--- src/rtl/pipelined_addsub.sv ---
// Carry-segmented pipelined signed adder/subtractor with a valid/ready handshake.
// Each stage resolves one SEG-bit slice using the carry registered by the previous stage.
module pipelined_addsub #(
  parameter int WIDTH    = 32,
  parameter int STAGES   = 4,
  parameter int SATURATE = 0
) (
  input  logic             clk,
  input  logic             rst,
  input  logic             in_valid,
  output logic             in_ready,
  input  logic [WIDTH-1:0] a,
  input  logic [WIDTH-1:0] b,
  input  logic             cin,
  input  logic             sub,
  output logic             out_valid,
  input  logic             out_ready,
  output logic [WIDTH-1:0] sum,
  output logic             cout,
  output logic             overflow
);

  localparam int SEG  = WIDTH / STAGES;
  localparam int LAST = STAGES - 1;
  localparam int MSB  = WIDTH - 1;

  logic [WIDTH-1:0] a_q  [STAGES];
  logic [WIDTH-1:0] a_d  [STAGES];
  logic [WIDTH-1:0] bp_q [STAGES];
  logic [WIDTH-1:0] bp_d [STAGES];
  logic [WIDTH-1:0] r_q  [STAGES];
  logic [WIDTH-1:0] r_d  [STAGES];
  logic [STAGES-1:0] v_q, v_d;
  logic [STAGES-1:0] c_q, c_d;
  logic ovf_q, ovf_d;

  // Index k of the *_p arrays is whatever feeds stage k.
  logic [WIDTH-1:0] a_p  [STAGES];
  logic [WIDTH-1:0] bp_p [STAGES];
  logic [WIDTH-1:0] r_p  [STAGES];
  logic [STAGES-1:0] v_p, c_p;
  logic [SEG:0] seg_sum [STAGES];
  logic msb_cin;
  logic advance;

  always_comb begin
    // Subtraction as a + ~b + ~cin keeps a - b - cin exact in two's complement.
    a_p[0]  = a;
    bp_p[0] = sub ? ~b : b;
    r_p[0]  = '0;
    v_p     = '0;
    c_p     = '0;
    v_p[0]  = in_valid;
    c_p[0]  = cin ^ sub;
    for (int k = 1; k < STAGES; k++) begin
      a_p[k]  = a_q[k-1];
      bp_p[k] = bp_q[k-1];
      r_p[k]  = r_q[k-1];
      v_p[k]  = v_q[k-1];
      c_p[k]  = c_q[k-1];
    end
  end

  always_comb begin
    v_d = '0;
    c_d = '0;
    for (int k = 0; k < STAGES; k++) begin
      seg_sum[k] = {1'b0, a_p[k][k*SEG +: SEG]} + {1'b0, bp_p[k][k*SEG +: SEG]}
                 + {{SEG{1'b0}}, c_p[k]};
      a_d[k]  = a_p[k];
      bp_d[k] = bp_p[k];
      v_d[k]  = v_p[k];
      c_d[k]  = seg_sum[k][SEG];
      r_d[k]  = r_p[k];
      r_d[k][k*SEG +: SEG] = seg_sum[k][SEG-1:0];
    end
    // Carry into the MSB recovered from the sum bit: s = a ^ b' ^ c_in.
    msb_cin = a_p[LAST][MSB] ^ bp_p[LAST][MSB] ^ r_d[LAST][MSB];
    ovf_d   = msb_cin ^ c_d[LAST];
    if (SATURATE != 0 && ovf_d) begin
      r_d[LAST] = a_p[LAST][MSB] ? {1'b1, {MSB{1'b0}}} : {1'b0, {MSB{1'b1}}};
    end
  end

  assign in_ready = rst | out_ready | ~v_q[LAST];
  assign advance  = in_ready;

  always_ff @(posedge clk) begin
    if (rst) begin
      for (int k = 0; k < STAGES; k++) begin
        a_q[k]  <= '0;
        bp_q[k] <= '0;
        r_q[k]  <= '0;
      end
      v_q   <= '0;
      c_q   <= '0;
      ovf_q <= 1'b0;
    end else if (advance) begin
      for (int k = 0; k < STAGES; k++) begin
        a_q[k]  <= a_d[k];
        bp_q[k] <= bp_d[k];
        r_q[k]  <= r_d[k];
      end
      v_q   <= v_d;
      c_q   <= c_d;
      ovf_q <= ovf_d;
    end
  end

  assign out_valid = v_q[LAST];
  assign sum       = r_q[LAST];
  assign cout      = c_q[LAST];
  assign overflow  = ovf_q;

endmodule

--- config.mk ---
export PLATFORM = sky130hd
export DESIGN_NAME = pipelined_addsub
export DESIGN_NICKNAME = d
export VERILOG_FILES = /design/src/rtl/pipelined_addsub.sv
export SDC_FILE = /design/constraint.sdc
export NUM_CORES = 1
export LEC_CHECK = 0
export CORE_AREA = 2 2 147 120
export DETAILED_ROUTE_END_ITERATION = 8
export DIE_AREA = 0 0 149 122
export GPL_TIMING_DRIVEN = 1
export PLACE_DENSITY = 0.73
export SYNTH_ARGS = -nofsm -noshare
export SYNTH_HDL_FRONTEND = slang
export SYNTH_SLANG_ARGS = --single-unit
--- constraint.sdc ---
create_clock -name clk -period 18.7 [get_ports clk]
set_clock_uncertainty 0.2 [all_clocks]
set_input_delay 4.675 -clock clk [delete_from_list [all_inputs] [get_ports clk]]
set_output_delay 4.675 -clock clk [all_outputs]
set_load 0.05 [all_outputs]
* Word-level counts from Yosys, hierarchy flattened
Memory sizes are Yosys's and may differ from the RTL's. Cells that the tools add are included. Widths: inputs -> output; s select.
Word-level totals: register bits after elaboration 9, bits in writable memories 384, bits of input ports 70, output and inout bits 36, word-level logic and storage cells 52, memories kept 3
Memories:
- a_q | words 4, bits a word 32, rd ports 3, clocked after Yosys merged registers in 0, wr ports 4, RTL line 27 | logic [WIDTH-1:0] a_q [STAGES];
- bp_q | words 4, bits a word 32, rd ports 3, clocked after Yosys merged registers in 0, wr ports 4, RTL line 29 | logic [WIDTH-1:0] bp_q [STAGES];
- r_q | words 4, bits a word 32, rd ports 4, clocked after Yosys merged registers in 0, wr ports 4, RTL line 31 | logic [WIDTH-1:0] r_q [STAGES];
Cells by class: add/sub/neg operators 8, mux-type cells 18, bitwise operators 20
Operator list (number):
- $mux 32 | 13
- $add 8x8->9 | 4
- $add 9x1->9 | 4
- $not 32->32 | 1
- $or 1x1->1 | 14
- $mux 1 | 5
- $xor 1x1->1 | 4
- $not 1->1 | 1

* Logic depth before layout (Yosys ltp)
word-level depth 6, gate-level depth with buffers 11, gate-level depth less buffers 9

* Least setup slack after synthesis
No wires, ideal clock.
path type input port to output port, start in rst, end out in_ready, arrival 5406 ps, required time 13825 ps, slack 8419 ps, stages 2, buffers on the path 1, path through clkbuf_1 nand2b_1
Between the ends: cells in the longest elaborated chain, start to end 2
RTL lines:
- start, declared | RTL line 9 | input logic rst,
- $or 1x1->1 (2 in series) | RTL line 85 | assign in_ready = rst | out_ready | ~v_q[LAST];
- end, declared | RTL line 11 | output logic in_ready,
Every way passes these cells.

* Worst setup path in the final report
Ends and elaborated chain as after synthesis.

==> out/qor.txt <==
outcome: completed
Max-Cap Viols: 0
# clock sinks: 185
DP HPWL: 9.22 mm
Worst EP required: 13820 ps
max frequency: 88.0 MHz
Synth area leaders: edfxtp_1 63%, and2_1 9.4%, ha_1 4.2%
die width: 149 um
# IOs: 106
Rel. slew slack: 23.7%
Crit. End Element: primary output
vias in the first global route: 4591
yosys warns: 0
Fin. Hold Viols: 0
Routed Wire Length: 13.9 mm
clock period minus worst slack: 11360 ps
CTS tree: done
Max IR drop VDD: 0.0575 mV
post-synth top area share: 63.3%
layout cells sized above 1: 6.47%
first-pass GRT wire length: 22.7 mm
WHS Endpoint: v_q[2]
Top delay family on crit path: buffers and inverters
vias: 4717
Post-Synthesis Net Count: 718
Synth Cell Area: 0.00835 mm2
root buffer cell: clkbuf_16
post-route ant nets: 0
cell taking the most area after synthesis: edfxtp_1
Hold Path Stages: 2
area of placed instances: 0.00962 mm2
initial antenna violation count: 1
drt drc: 0
sequential area share after synthesis: 65.4%
P&R area growth vs syn: 22.5%
count of state elements after synthesis: 185
routed len/inst: 14.6 um
Top FF cell, synth: edfxtp_1
kind of critical path: primary input to primary output
1st-iter DRT viols: 314
critical path's slowest cell: clkdlybuf4s50_1
Die Y: 122 um
CP max stage delay: 820 ps
Rows: 43
Commonest cells post-synth: 176 x edfxtp_1, 126 x and2_1, 52 x nor2_1
leak pwr: 4.15 nW
CTS Buf Count: 17
CTS Hold Buffers Added: 0
HP Start: v_q[1]
clk_lat worst skew: 430 ps
count leader, synth: edfxtp_1
die area: 0.0182 mm2
H-tree depth: 4
Ant. Diodes: 0
gpl congestion: 0.826
RSZ-0062 raised after global routing: no
port bufs: 105
Hold Crit Class: flip-flop to flip-flop
Reg2Reg Setup Slack: 15610 ps
max-slew violations: 0
RR Endpoint: bp_q[0][16]
Top cell by count, worst path: clkdlybuf4s50_1
Avg Vias per Cell: 4.96
Gate Count Post-Synth: 612
Power Density: 94.2 mW/mm2
Max clock buf depth: 2
Critical Path AT: 6480 ps
asr flop ratio synth: 0%
Post-synth EDFFs: 176
Setup TNS Final: 0 ps
Core Box Area: 0.0169 mm2
Final Cell Area: 0.0102 mm2
cells along the critical path: clkdlybuf4s50_1 -> nand2b_1 -> clkdlybuf4s50_1
post-CTS setup buffer count: 0
Bufs and invs on worst path: 2
Synth cell types: 42
crit share post-route: 60.7%
Startpoint Class: primary input
r2r startpoint: v_q[3]
Pwr Total: 0.000964 W
GRT Resource Usage Total: 16.4%
CP Max Fanout: 13
Final Setup Violations: 0
reg2reg path depth: 4
starting density of the core: 49.5%
PostCTS Resize Cnt: 0
nets: 819
total gr overflow: 0
drt pass-1 iters: 5
Least-Margin Pin Slew: 1140 ps
Worst-path clk slew: 70 ps
largest net degree at the start of global routing: 92
Synth Area per Inst: 13.7 um2
-- worst register-to-register path, cell delays in order (launching register included) --
cell	delay, ps
dfxtp_1	340
nor2b_1	130
buf_4	180
nand2b_4	830
buf_4	980
-- through the flow --
step	util, %	hold WS, ps	cells	worst slack (ps)
floorplan	-	232	612	8420
global placement	57.0	238	919	7380
detailed placement	57.0	266	919	7340
CTS	60.6	277	951	7340
global route	60.6	301	951	7280
finish	60.6	278	951	7340
-- worst max path at each step --
stage	startpoint	to	slack [ps]	cells past startpoint
after global routing	rst	in_ready	7280	3
after global placement	rst	in_ready	7380	3
after floorplan	rst	in_ready	8420	2
after CTS	rst	in_ready	7340	3
final	rst	in_ready	7340	3
after detailed placement	rst	in_ready	7340	3
-- registers in the layout, indices dropped and copies added (netlist names) --
register and flops:
overflow 1, r_q 80, bp_q 48, c_q 4, a_q 48, v_q 4
-- per-layer routing --
layer | track usage (%) | share of wire [%] | up-vias
li1 | - | - | 2366
met1 | 20.7 | 44 | 2195
met2 | 27.4 | 49 | 126
met3 | 4.64 | 5.3 | 28
met4 | 5.36 | 1.5 | 2
met5 | 0 | 0.093 | -
-- report_power, final --
part           switching, W  leakage (nW)  total (W)  internal, W
registers        0.00000788          2.16   0.000493     0.000485
clock network      0.000161         0.293   0.000364     0.000202
logic             0.0000573          1.70   0.000107    0.0000498
-- cells in the final DEF (no fill, tap or decap), drive strengths merged, types with 2 or more instances in the layout --
cell           count
o21bai             3
inv               18
nand2b             9
a211oi            10
clkbuf            17
ha                28
xor2              11
clkinvlp           2
o21a               3
o21ai             16
a21oi             13
nor2              52
buf                6
and2             126
or4                4
bufinv             2
nand2             10
xnor2             32
a31oi              3
nand4b             3
clkinv             4
a21o              11
nor3               8
or3                6
fa                 8
nand3              5
o2111ai            2
nor3b              6
dfxtp              9
clkdlybuf4s50    104
o211ai             3
edfxtp           176
nor2b              7
-- layout make-up --
cell class                      count  area (um2)
Fill cell                        1303        6660
Sequential cell                   185        5470
Multi-Input combinational cell    388        2750
Timing Repair Buffer              110        1080
Clock buffer                       17         425
Tap cell                          225         282
Clock inverter                     15         183
Inverter                           11        41.3
-- cell families after synthesis --
kind of cell	after synthesis	synth area share (%)
AO/OA/AOI/OAI	68	5.65
XOR/XNOR	43	4.51
adder cells (fa/ha/maj)	36	6.11
buffers and inverters	39	1.87
flip-flops	185	65.4
multiplexers	1	0.120
AND/OR/NAND/NOR	240	16.3
(Power assumes the default switching activity.)
